`config.mk`:
```
export PLATFORM = sky130hd
export DESIGN_NAME = rs_rx_syndrome_front
export DESIGN_NICKNAME = d
export VERILOG_FILES = /design/src/rtl/rs_gf16_pkg.sv /design/src/rtl/rs_syndrome_cell.sv /design/src/rtl/rs_rx_syndrome_front.sv
export SDC_FILE = /design/constraint.sdc
export NUM_CORES = 1
export LEC_CHECK = 0
export ABC_AREA = 1
export BUFFER_PORTS_ARGS = -buffer_cell sky130_fd_sc_hd__buf_2
export CORE_MARGIN = 2
export CORE_UTILIZATION = 50
export CTS_CLUSTER_DIAMETER = 100
export CTS_CLUSTER_SIZE = 12
export DETAILED_ROUTE_END_ITERATION = 10
export PLACE_DENSITY = 0.77
export SYNTH_ARGS = -nofsm -noshare
export SYNTH_HDL_FRONTEND = slang
export SYNTH_HIERARCHICAL = 1
export SYNTH_SLANG_ARGS = --single-unit
```
`constraint.sdc`:
```
create_clock -name clk -period 6.25 [get_ports clk]
set_input_delay 0.9375 -clock clk [delete_from_list [all_inputs] [get_ports clk]]
set_output_delay 0.9375 -clock clk [all_outputs]
set_load 0.05 [all_outputs]
```
`src/rtl/rs_gf16_pkg.sv`:
```
// Shared GF(16) definitions for the RS(15,9) link: field constants, power table,
// generic multiplier and the receive front-end state type.
package rs_gf16_pkg;

    localparam int unsigned N     = 15;
    localparam int unsigned K     = 9;
    localparam int unsigned SYM_W = 4;
    localparam int unsigned NSYN  = N - K;

    localparam logic [SYM_W:0] PRIM_POLY = 5'b10011;

    localparam logic [SYM_W-1:0] ALPHA_POW [0:14] = '{
        4'h1, 4'h2, 4'h4, 4'h8, 4'h3, 4'h6, 4'hC, 4'hB,
        4'h5, 4'hA, 4'h7, 4'hE, 4'hF, 4'hD, 4'h9
    };

    typedef enum logic [1:0] {
        COLLECT,
        ISSUE,
        WAIT
    } rxState_t;

    // Shift-and-add multiply; with a constant operand it folds to a small XOR network.
    function automatic logic [SYM_W-1:0] gf_mul(input logic [SYM_W-1:0] a,
                                                input logic [SYM_W-1:0] b);
        logic [SYM_W-1:0] prod;
        logic [SYM_W-1:0] aa;
        prod = '0;
        aa   = a;
        for (int unsigned i = 0; i < SYM_W; i++) begin
            if (b[i]) prod = prod ^ aa;
            aa = aa[SYM_W-1] ? ({aa[SYM_W-2:0], 1'b0} ^ PRIM_POLY[SYM_W-1:0])
                             : {aa[SYM_W-2:0], 1'b0};
        end
        return prod;
    endfunction

endpackage

```
`src/rtl/rs_syndrome_cell.sv`:
```
// One Horner accumulator for syndrome S_POW. acc presents the value including the
// current symbol so the parent can capture a frame's final syndrome on its last edge.
module rs_syndrome_cell
    import rs_gf16_pkg::*;
#(
    parameter int unsigned POW = 1
) (
    input  logic             clk,
    input  logic             rst,
    input  logic             en,
    input  logic             first,
    input  logic [SYM_W-1:0] r,
    output logic [SYM_W-1:0] acc
);

    logic [SYM_W-1:0] accQ;

    assign acc = first ? r : (gf_mul(accQ, ALPHA_POW[POW]) ^ r);

    always_ff @(posedge clk or posedge rst) begin
        if (rst) begin
            accQ <= '0;
        end else if (en) begin
            accQ <= acc;
        end
    end

endmodule

```
`src/rtl/rs_rx_syndrome_front.sv`:
```
// RS(15,9) receive front end: assembles a 15-symbol frame, computes S1..S6 on the fly
// and hands the word to the toggle-started decoder, respecting its busy flag.
module rs_rx_syndrome_front
    import rs_gf16_pkg::*;
(
    input  logic                  clk,
    input  logic                  rst,
    input  logic [SYM_W-1:0]      sym_in,
    input  logic                  sym_valid,
    input  logic                  sym_sof,
    output logic                  sym_ready,
    input  logic                  decoder_busy,
    output logic [N*SYM_W-1:0]    word_out,
    output logic                  decode_toggle,
    output logic [NSYN*SYM_W-1:0] syndromes,
    output logic                  err_detected,
    output logic                  sync_err,
    output logic [15:0]           frames_ok,
    output logic [15:0]           frames_err
);

    localparam logic [3:0] LAST_COUNT = 4'(N - 1);

    rxState_t                  state;
    logic [3:0]                count;
    logic [(N-1)*SYM_W-1:0]    wordSr;
    logic [NSYN*SYM_W-1:0]     synNext;
    logic                      accept;
    logic                      take;

    assign accept = sym_valid & sym_ready;
    // A symbol with no frame open and no sof is dropped and must not touch the accumulators.
    assign take   = accept & ((count != '0) | sym_sof);

    for (genvar j = 1; j <= NSYN; j++) begin : gSyn
        rs_syndrome_cell #(.POW(j)) uCell (
            .clk   (clk),
            .rst   (rst),
            .en    (take),
            .first (sym_sof),
            .r     (sym_in),
            .acc   (synNext[SYM_W*(j-1) +: SYM_W])
        );
    end

    always_ff @(posedge clk or posedge rst) begin
        if (rst) begin
            state         <= COLLECT;
            count         <= '0;
            wordSr        <= '0;
            sym_ready     <= 1'b0;
            word_out      <= '0;
            decode_toggle <= 1'b0;
            syndromes     <= '0;
            err_detected  <= 1'b0;
            sync_err      <= 1'b0;
            frames_ok     <= '0;
            frames_err    <= '0;
        end else begin
            sync_err <= 1'b0;
            case (state)
                COLLECT: begin
                    sym_ready <= 1'b1;
                    if (accept) begin
                        if (!take) begin
                            sync_err <= 1'b1;
                        end else begin
                            wordSr <= {wordSr[(N-2)*SYM_W-1:0], sym_in};
                            if (sym_sof) begin
                                if (count != '0) sync_err <= 1'b1;
                                count <= 4'd1;
                            end else if (count == LAST_COUNT) begin
                                word_out     <= {wordSr, sym_in};
                                syndromes    <= synNext;
                                err_detected <= |synNext;
                                if (|synNext) begin
                                    if (frames_err != '1) frames_err <= frames_err + 16'd1;
                                end else begin
                                    if (frames_ok != '1) frames_ok <= frames_ok + 16'd1;
                                end
                                count     <= '0;
                                sym_ready <= 1'b0;
                                state     <= ISSUE;
                            end else begin
                                count <= count + 4'd1;
                            end
                        end
                    end
                end
                ISSUE, WAIT: begin
                    if (!decoder_busy) begin
                        decode_toggle <= ~decode_toggle;
                        sym_ready     <= 1'b1;
                        state         <= COLLECT;
                    end else begin
                        state <= WAIT;
                    end
                end
                default: state <= COLLECT;
            endcase
        end
    end

endmodule

```
# Word level (Yosys, flattened, before mapping)

Cells that the tools add are included.

Bits in registers: 206
Input bits: 9
Output and inout port bits: 120

$add $sub $neg: 3
Eq/ne operators: 10
Muxes and demuxes: 37
Bitwise gates (word level): 28
Reduce and logical (&&, ||, !) cells: 12

Operator list:

| operator              | number |
|---|---|
| $xor 4x4->4           | 9 |
| $mux 2                | 17 |
| $add 16x1->16 const B | 2 |
| $mux 4                | 8 |
| $ne 16x16->1 const B  | 2 |
| $not 2->2             | 12 |
| $reduce_or 24->1      | 1 |
| $reduce_and 7->1      | 2 |
| $mux 1                | 10 |
| $ne 2x2->1 const B    | 4 |
| $reduce_and 5->1      | 1 |
| $add 4x1->4 const B   | 1 |
| $eq 4x4->1 const B    | 1 |
| $not 1->1             | 4 |
| $pmux 2 s2            | 1 |
| $reduce_and 2->1      | 2 |
| $reduce_and 4->1      | 1 |
| $reduce_bool 4->1     | 1 |
| $reduce_and 3->1      | 1 |
| $and 1x1->1           | 2 |
| $eq 2x1->1 const B    | 1 |
| $eq 2x2->1 const B    | 1 |
| $logic_not 2->1       | 1 |
| $ne 2x1->1 const B    | 1 |
| other kinds (4)       | 4 |

# Depth between registers and ports, before layout

Depth after elaboration: 12
Gate-level depth with buffers: 17
Mapped depth without buffers: 16

# Modules after synthesis

Netlist, hierarchy kept.

Modules (own cells, without submodules):

| module                            | times used | cells an instance | area each (µm²) |
|---|---|---|---|
| rs_rx_syndrome_front              | 1          | 922               | 7921.3 |
| rs_syndrome_cell at gSyn[4].uCell | 1          | 46                | 317.8 |
| rs_syndrome_cell at gSyn[5].uCell | 1          | 43                | 315.3 |
| rs_syndrome_cell at gSyn[6].uCell | 1          | 46                | 312.8 |
| rs_syndrome_cell at gSyn[3].uCell | 1          | 46                | 282.8 |
| rs_syndrome_cell at gSyn[2].uCell | 1          | 40                | 265.3 |
| rs_syndrome_cell at gSyn[1].uCell | 1          | 34                | 240.2 |

# Worst setup path before layout

Ideal clock, no wire load.

Path kind: in2reg
Start point: in sym_sof
End point: reg frames_ok[0]
Setup time: 0.113 ns
Data arrival time: 2.162 ns
Data required time: 6.137 ns
Setup slack: 3.975 ns
Cell stages on the path: 12
Cell sequence: inv_1 nand3_1 xnor2_1 nor2_1 nand2_1 nor2_1 nand3_1 nor2_4 buf_6 nand3_2 nand2_1 inv_1

Cells in the longest elaborated chain, start to end: 4

Ends and longest elaborated chain:

| element                           | line                       | text |
|---|---|---|
| start, declared                   | rs_rx_syndrome_front.sv:10 | `input logic sym_sof,` |
| $mux 4                            | rs_syndrome_cell.sv:18     | `assign acc = first ? r : (gf_mul(accQ, ALPHA_POW[POW]) ^ r);` |
| via synNext[15]                   | rs_rx_syndrome_front.sv:27 | `logic [NSYN*SYM_W-1:0] synNext;` |
| $reduce_or 24->1                  | rs_rx_syndrome_front.sv:76 | `if (\|synNext) begin` |
| $not 1->1 (no source line)        | --                         |  |
| $reduce_and 7->1 (no source line) | --                         |  |
| end signal, assigned              | rs_rx_syndrome_front.sv:79 | `if (frames_ok != '1) frames_ok <= frames_ok + 16'd1;` |
| end, declared                     | rs_rx_syndrome_front.sv:18 | `output logic [15:0] frames_ok,` |

The timed path passes the listed nets, and every way through them passes these cells.
A chain may end at the register's enable or synchronous reset.

# Worst setup path in the final report

Start point: in sym_sof
End point: reg frames_err[1]

Cells in the longest elaborated chain, start to end: 3

Ends and longest elaborated chain:

| element                           | line                       | text |
|---|---|---|
| $mux 4                            | rs_syndrome_cell.sv:18     |  |
| via synNext[7]                    | rs_rx_syndrome_front.sv:27 |  |
| $reduce_or 24->1                  | rs_rx_syndrome_front.sv:76 |  |
| $reduce_and 7->1 (no source line) | --                         |  |
| end signal, assigned              | rs_rx_syndrome_front.sv:77 | `if (frames_err != '1) frames_err <= frames_err + 16'd1;` |
| end, declared                     | rs_rx_syndrome_front.sv:19 | `output logic [15:0] frames_err` |

The timed path passes the listed nets, and every way through them passes these cells.

==> flow_summary_export.csv <==
group,metric,value,unit
status,status,"finished clean",
placed_design,dp_cells,1531,
clock_network,path_clk_slew,0.06,ns
critical_path,required,6.63,ns
sta,grt_setup_unrepaired,"false",
synthesis,ys_ff_latch,206,
placed_design,placed_area,0.0104,mm^2
clock_network,holdBufCountCts,0,
synthesis,synth.cell_area,0.00966,mm^2
cells_and_area,mostFrequentLayoutCells,"nand2_1 (438), dfrtp_1 (206), inv_1 (139), buf_2 (128), o21ai_0 (123)",
run,cap_violations,0,
die,die_w,143,um
cells_and_area,final_common_cell,"nand2_1",
critical_path,critPathMostFrequentCell,"nand2_1",
placed_design,place_congestion,0.863,
placed_design,dp.final_hpwl,13900,um
pwr,powerDensity,372,mW/mm^2
critical_path,cpMaxStageDelayCell,"nand3_2",
sta,report.final.slew_viol_count,0,
route,vias_per_cell,4.95,
cells_and_area,finalNonFillerCells,1554,
die,io_pins,129,
critical_path,crit_chain,"buf_2, inv_2, nand2_1, xor2_1, inv_1, nor2_1, nand2_1, nor2_1, nand3_1, nand3_2, inv_1, nand2_1, nand2_1",
cells_and_area,register_area,0.00515,mm^2
die,rows,50,
pwr,leakagePower,5.89,nW
clock_network,clock-sinks,206,
critical_path,cp-end-kind,"register",
sta,slew_headroom,32.1,%
die,dieArea,0.0204,mm^2
clock_network,post_cts_resized,0,
cells_and_area,diodes,0,
route,detail_route.drc_violations,0,
sta,final.period_utilization,45.2,%
route,wl_per_cell,13.2,um
global_route,grt_usage,20.6,%
critical_path,r2r-start,"count[0]",
die,core-area,0.0188,mm^2
critical_path,crit_type,"input pin to register",
placed_design,io_buffer_count,128,
sta,skew,0.0204,ns
clock_network,tritoncts,"done",
clock_network,cts_setup_buffers,0,
clock_network,insertion_delay,0.50,ns
cells_and_area,fillers,1667,
critical_path,path_max_fanout,20,
critical_path,startpoint_type,"input pin",
sta,fin_crit,2.82,ns
die,start_util,51.3,%
cells_and_area,multi_input_area,0.00368,mm^2
clock_network,h-tree-depth,1,
global_route,grt_pass1_vias,7271,
die,die_h,143,um
sta,holdWs,0.442,ns
pwr,vdd_drop_max,269,uV
synthesis,synth-seq-area-share,53.4,%
sta,fmax,0.354,GHz
sta,hold_violations,0,
global_route,grt_max_degree,139,
clock_network,cts_buffers,21,
route,ant_nets,0,
route,drt_pre_antenna_iters,5,
route,drtIter0Drc,457,
global_route,grt_overflow,0,
critical_path,startpoint,"sym_sof",
route,vias,7688,
clock_network,clk_path_buf_depth,3,
cells_and_area,fin_area,0.0110,mm^2
hold_path,holdCritPathClass,"input pin to asynchronous set/reset pin",
critical_path,critPathMaxStageDelay,0.38,ns
clock_network,cts_root_buf,"clkbuf_16",
cells_and_area,nets,1310,
sta,setup_tns,0,ns
route,drt_wl_total,20600,um
synthesis,yosys_warnings,6,
synthesis,yosysUniqueCellTypes,33,
pwr,power,0.00407,W
synthesis,syn-num-nets,1193,
synthesis,synthCells,1177,
global_route,grt_antenna_before_repair,0,
sta,setup_viol,0,
synthesis,avgSynthCellArea,8.20,um^2
cells_and_area,drive_gt1_share,16.8,%
sta,worstMarginPinSlew,1.02,ns
global_route,grt_pass1_wl,34400,um
critical_path,arrival,3.21,ns
cells_and_area,syn2layout_area_growth,13.5,%
-- sequential cells by signal, summed over array words and instances (netlist names), 2 cells and up --
register	cells
word_out	60
wordSr	56
gSyn.uCell/accQ	24
syndromes	24
frames_err	16
frames_ok	16
count	4
state	2
-- critical path: cells and delay by family --
kind / cells / cell delay, ns
buf+inv: 4 / 0.84
xor+xnor: 1 / 0.18
simple gates: 8 / 1.23
-- per-layer routing --
metal / vias to the layer above / wire, um / part of all wire, % / GRT usage, %
met2: 200 / 9480 / 46 / 34.0
met5: - / 0 / 0 / 0
li1: 3862 / - / - / -
met3: 38 / 1190 / 5.8 / 3.45
met4: 0 / 505 / 2.5 / 6.04
met1: 3588 / 9400 / 46 / 28.0
-- synth_stat cells --
master	n	area, um^2
nand3_1	47	235
nor3b_1	2	15.0
xor2_1	15	131
inv_2	17	63.8
nand2_1	438	1640
and2_1	3	18.8
nand3_4	1	17.5
nand2_2	15	93.8
buf_2	10	50.1
inv_1	140	526
nor2_1	48	180
nand2_4	3	33.8
nor2_4	7	78.8
xor2_2	2	32.5
buf_6	10	113
o21ai_0	123	616
nand4_1	13	81.3
ha_1	7	87.6
nand3_2	7	70.1
nor2_2	4	25.0
o21ai_1	14	70.1
nor3_2	1	10.0
or2_2	1	6.26
clkbuf_1	13	48.8
buf_4	3	22.5
nor3_1	2	10.0
nand3b_1	2	15.0
xnor2_1	13	114
xnor2_2	3	48.8
clkinv_2	1	5.00
a21oi_1	5	25.0
dfrtp_1	206	5150
nand4_2	1	12.5
-- path summary, 6_finish.rpt --
path / cells past startpoint / slack, ns / to
max: 13 / 3.43 / frames_err[1]
min: 2 / 0.44 / gSyn[1].uCell/accQ[0]
max reg2reg: 10 / 3.49 / frames_err[11]
min reg2reg: 2 / 0.47 / syndromes[4]
max in group asynchronous: 3 / 4.38 / word_out[22]
min in group clk: 2 / 0.47 / syndromes[4]
-- power by group --
group	internal [W]	leakage, nW	switching (W)
registers	0.00162	2.73	0.000191
logic	0.000341	2.89	0.000842
clock network	0.000598	0.269	0.000480
total	0.00256	5.89	0.00151
-- kinds of logic (layout without fill, tap and decap cells) --
group / after synthesis / after routing / share of synthesized area [%]
XOR/XNOR: 33 / 33 / 3.38
adder cells (fa/ha/maj): 7 / 7 / 0.907
AND/OR/NAND/NOR: 595 / 595 / 26.4
AO/OA/AOI/OAI: 142 / 142 / 7.36
flip-flops: 206 / 206 / 53.4
buffers and inverters: 194 / 311 / 8.58
-- final cells by class --
class                           instances  area share, %
Clock buffer                           21           4.79
Clock inverter                          2          0.183
Inverter                              158           5.49
Multi-Input combinational cell        777           33.6
Sequential cell                       206           47.0
Tap cell                              260           2.97
Timing Repair Buffer                  130           5.98
-- through the flow --
step / worst slack [ns] / utilization, %
6_report: 3.43 / 58.2
5_1_grt: 3.08 / 58.2
4_1_cts: 3.39 / 58.2
3_5_place_dp: 2.91 / 55.3
3_3_place_gp: 2.95 / 55.3
2_1_floorplan: 0.369 / -
(Power assumes the default switching activity.)
